===== config.mk =====
export PLATFORM = sky130hd
export DESIGN_NAME = serial_alu
export DESIGN_NICKNAME = d
export VERILOG_FILES = /design/src/rtl/serial_alu_pkg.sv /design/src/rtl/serial_alu_alu1.sv /design/src/rtl/serial_alu.sv
export SDC_FILE = /design/constraint.sdc
export NUM_CORES = 1
export LEC_CHECK = 0
export CAP_MARGIN = 20
export CORE_MARGIN = 1
export CORE_UTILIZATION = 49
export CTS_CLUSTER_SIZE = 14
export DETAILED_ROUTE_END_ITERATION = 16
export PLACE_DENSITY = 0.76
export SYNTH_ARGS = -nofsm -noshare
export SYNTH_HDL_FRONTEND = slang
export SYNTH_SLANG_ARGS = --single-unit
export TNS_END_PERCENT = 100

===== constraint.sdc =====
create_clock -name clk -period 1.7 [get_ports clk]
set_clock_uncertainty 0.05 [all_clocks]
set_input_delay 0.51 -clock clk [delete_from_list [all_inputs] [get_ports clk]]
set_output_delay 0.51 -clock clk [all_outputs]
set_load 0.01 [all_outputs]

===== src/rtl/serial_alu_pkg.sv =====
// Shared op codes, FSM encodings and helpers for the bit-serial ALU.
package serial_alu_pkg;

    localparam logic [2:0] ALU_ADD = 3'd2;
    localparam logic [2:0] ALU_SUB = 3'd3;
    localparam logic [2:0] ALU_AND = 3'd4;
    localparam logic [2:0] ALU_OR  = 3'd5;
    localparam logic [2:0] ALU_NOR = 3'd6;
    localparam logic [2:0] ALU_XOR = 3'd7;

    localparam logic [1:0] S_IDLE = 2'd0;
    localparam logic [1:0] S_RUN  = 2'd1;
    localparam logic [1:0] S_DONE = 2'd2;

    function automatic logic op_is_arith(input logic [2:0] op);
        return (op == ALU_ADD) || (op == ALU_SUB);
    endfunction

endpackage


===== src/rtl/serial_alu_alu1.sv =====
// One-bit ALU slice; reserved op codes give out=0, cout=0.
module serial_alu_alu1
    import serial_alu_pkg::*;
(
    output logic       out,
    output logic       cout,
    input  logic       A,
    input  logic       B,
    input  logic       carryin,
    input  logic [2:0] control
);

    always_comb begin
        out  = 1'b0;
        cout = 1'b0;
        case (control)
            ALU_ADD: {cout, out} = {1'b0, A} + {1'b0, B} + {1'b0, carryin};
            ALU_SUB: {cout, out} = {1'b0, A} + {1'b0, ~B} + {1'b0, carryin};
            ALU_AND: out = A & B;
            ALU_OR:  out = A | B;
            ALU_NOR: out = ~(A | B);
            ALU_XOR: out = A ^ B;
            default: begin
                out  = 1'b0;
                cout = 1'b0;
            end
        endcase
    end

endmodule


===== src/rtl/serial_alu.sv =====
// Bit-serial WIDTH-bit ALU: one slice, registered carry, LSB first.
//  state  | meaning
//  S_IDLE | waiting for start
//  S_RUN  | one result bit per clock, bit counter counts down to 0
//  S_DONE | one-cycle done pulse; may accept the next op directly
module serial_alu
    import serial_alu_pkg::*;
#(
    parameter int WIDTH = 8
) (
    input  logic             clk,
    input  logic             reset_n,
    input  logic             start,
    input  logic [WIDTH-1:0] A,
    input  logic [WIDTH-1:0] B,
    input  logic [2:0]       control,
    output logic             busy,
    output logic             done,
    output logic [WIDTH-1:0] out,
    output logic             overflow,
    output logic             zero,
    output logic             negative
);

    localparam int CW = $clog2(WIDTH);
    localparam logic [CW-1:0] CNT_LAST = CW'(WIDTH - 1);

    logic [1:0]       state;
    logic [WIDTH-1:0] a_q;
    logic [WIDTH-1:0] b_q;
    logic [2:0]       op_q;
    logic             carry;
    logic [CW-1:0]    cnt;
    logic             bit_out;
    logic             bit_cout;
    logic [WIDTH-1:0] out_next;

    serial_alu_alu1 u_slice (
        .out     (bit_out),
        .cout    (bit_cout),
        .A       (a_q[0]),
        .B       (b_q[0]),
        .carryin (carry),
        .control (op_q)
    );

    // result bits enter at the MSB so bit i lands at out[i] after WIDTH shifts
    assign out_next = {bit_out, out[WIDTH-1:1]};
    assign busy     = (state == S_RUN);
    assign done     = (state == S_DONE);

    always_ff @(posedge clk) begin
        if (!reset_n) begin
            state    <= S_IDLE;
            a_q      <= '0;
            b_q      <= '0;
            op_q     <= '0;
            carry    <= 1'b0;
            cnt      <= '0;
            out      <= '0;
            overflow <= 1'b0;
            zero     <= 1'b0;
            negative <= 1'b0;
        end else begin
            case (state)
                S_IDLE, S_DONE: begin
                    if (start) begin
                        a_q   <= A;
                        b_q   <= B;
                        op_q  <= control;
                        carry <= (control == ALU_SUB);
                        cnt   <= CNT_LAST;
                        state <= S_RUN;
                    end else begin
                        state <= S_IDLE;
                    end
                end
                S_RUN: begin
                    a_q   <= a_q >> 1;
                    b_q   <= b_q >> 1;
                    carry <= bit_cout;
                    out   <= out_next;
                    cnt   <= cnt - 1'b1;
                    if (cnt == '0) begin
                        state    <= S_DONE;
                        zero     <= (out_next == '0);
                        negative <= bit_out;
                        // carry still holds the carry into the MSB here
                        overflow <= op_is_arith(op_q) & (carry ^ bit_cout);
                    end
                end
                default: state <= S_IDLE;
            endcase
        end
    end

endmodule


==> reports/metrics.yaml <==
outcome: "complete, no violations"
hp-start: "out[0]$_SDFFE_PN0P_"
num_rows: 20
grt_usage_pct: 21.7
finalMaxSlewViolations: 0
r2r_slack_ns: 0.11
wirelength_um: 3360
clk_pin_slew_ns: 0.11
worst_r2r_path_depth: 5
synth_nets: 207
worst_pin_slew_ns: 0.331
clock_latency_ns: 0.34
synth-edff-count: 0
cap_violations: 0
min_path_type: "flop to flop"
dr.first_iter.drc_count: 40
final-hold-violation-count: 0
grt-ovfl-total: 0
synth_top_area_share_pct: 44.5
cts_setup_buffers: 0
htree_levels: 2
clockBufferDepth: 2
crit_path_end_kind: "output pin"
ys_warn_count: 0
path_max_fanout: 2
grt_max_degree: 36
die_area_um2: 3540
arrival_ns: 1.08
wire_per_inst_um: 12.7
start_util_pct: 52.1
critPathRequiredTime_ns: 1.14
synthTopCellsByArea: "dfxtp_1 (45%), mux2i_1 (9.3%), a211oi_1 (7.0%)"
crit_path_top_delay_cell: "dfxtp_2"
drc: 0
endpoint: "busy"
final_cells: 264
grt_pass1_vias: 1292
yosysSeqAreaShare_pct: 44.5
cts_hold_buf: 0
worstSetupPathType: "flop to output pin"
port_buffers: 34
die_h_um: 59.5
area_growth_pct: 32.8
cts-root-buf: "clkbuf_4"
crit_buf_inv: 2
fin_util_pct: 69.2
irDropWorstVdd_uv: 575
ys.flop_type: "dfxtp_1"
post-route-min-period_ns: 1.64
via_per_inst: 5.25
ioPinCount: 35
cpPeakStageDelay_ns: 0.33
crit_path_start_kind: "flop"
fmax_mhz: 609
detail_route.first_pass.iterations: 4
cts_buffers: 5
syn_area_um2: 1620
gp_congestion: 0.823
crit_family: "flip-flops"
synth.distinct_cells: 35
final_cell_mix: "nor2_1 (29), dfxtp_1 (27), clkdlybuf4s50_1 (21)"
drive_above_1_share_pct: 15.9
nets: 247
grt_pass1_wl_um: 5620
p_leak_uw: 0.000913
r2r-start: "carry$_SDFFE_PN0P_"
worst-path-stages: 3
grt_antenna_before_repair: 0
synth_area_per_cell_um2: 9.04
cts_tree: "done"
via_count: 1387
fp.dieW_um: 59.5
dp.cells: 256
setup_viol: 0
cts_sinks: 36
postRouteAntennaNets: 0
power_density_nw_per_um2: 938
startpoint: "state[1]$_SDFFE_PN0P_"
path_cells: "nand2b_4 -> inv_4 -> clkdlybuf4s15_1"
synthArstFlopShare_pct: 0
final_common_cell: "nor2_1"
synth_top_area_cell: "dfxtp_1"
r2r_end: "overflow$_SDFFE_PN0P_"
post-dp-hpwl_um: 2400
max-slew-margin-rel_pct: 78.0
nFillCells: 281
n_antenna_cell: 0
fin_crit_sh_pct: 96.6
ys_ff_latch: 36
coreArea_um2: 3100
synthCells: 179
rsz0062_at_grt: "no"
[report_power, final]
group	switching (µW)	total, µW	internal [µW]
registers	49.0	962	913
logic	185	377	192
clock network	285	675	390
[tightest hold or removal path: stages, from the launching register on]
cell and delay (ns):
dfxtp_1 0.33, nand2_1 0.05, a21oi_1 0.06
[repair_timing]
action,in CTS,in global routing
cloned,0,0
gates resized for setup,20,8
setup endpoints to repair,13,4
[kinds of logic (layout without fill, tap and decap cells)]
group / count (synthesis) / in the layout / share of synthesized area (%)
simple gates: 61 / 61 / 17.0
compound gates: 39 / 39 / 16.1
flops: 36 / 36 / 44.5
buf+inv: 19 / 60 / 5.88
mux: 15 / 15 / 9.28
fa+ha+maj: 6 / 6 / 5.57
xor+xnor: 3 / 3 / 1.62
[cell usage after synthesis (all sizes together), types with 2 or more instances]
library cell / number
ha: 4
fa: 2
a22oi: 2
mux2i: 15
buf: 8
clkbuf: 3
nor2b: 3
inv: 8
nand2: 18
nor2: 29
nor3: 3
a21oi: 12
o21ai: 3
a211oi: 15
xnor2: 2
a31oi: 2
nor4: 2
dfxtp: 36
[metrics by stage]
step | area, µm² | hold slack, ns | setup TNS [ns] | total power (µW) | setup slack (ns)
6_report | 2150 | 0.425 | 0 | 2010 | 0.0578
5_1_grt | 2150 | 0.451 | 0 | 2130 | 0.00975
4_1_cts | 2130 | 0.429 | 0 | 2030 | 0.00613
3_5_place_dp | 2040 | 0.412 | -3.03 | 1350 | -0.219
3_3_place_gp | 2040 | 0.393 | -2.68 | 1340 | -0.188
2_1_floorplan | 1620 | 0.393 | 0 | 1210 | 0.214
[registers in the layout, summed over array words and instances, names as in the netlist, 2 cells and up]
signal and count:
cnt 3, op_q 3, out 8, a_q 8, b_q 8, state 2
[per-layer routing]
metal / track usage (%) / up-vias / share of wire (%)
met3: 5.68 / 9 / 4.4
met1: 24.7 / 635 / 44
met4: 9.52 / 0 / 2.1
li1: - / 701 / -
met2: 37.7 / 42 / 49
met5: 0 / - / 0
[worst min path at each step]
stage	to	slack, ns	cells past startpoint
5_1_grt	out[5]$_SDFFE_PN0P_	0.45	2
4_1_cts	out[4]$_SDFFE_PN0P_	0.43	2
3_5_place_dp	cnt[0]$_SDFFE_PN0P_	0.41	1
6_report	out[0]$_SDFFE_PN0P_	0.43	2
2_1_floorplan	cnt[0]$_SDFFE_PN0P_	0.39	1
3_3_place_gp	out[0]$_SDFFE_PN0P_	0.39	2
[area by class of cell]
type / instances / area [µm²] / share of cell area (%)
Clock buffer: 7 / 65.1 / 3.03
Multi-Input combinational cell: 124 / 820 / 38.1
Clock inverter: 1 / 30.0 / 1.40
Tap cell: 44 / 55.1 / 2.56
Sequential cell: 36 / 732 / 34.1
Timing Repair Buffer: 44 / 414 / 19.3
Inverter: 8 / 32.5 / 1.51
No activity file was read; power rests on OpenSTA's default activity.
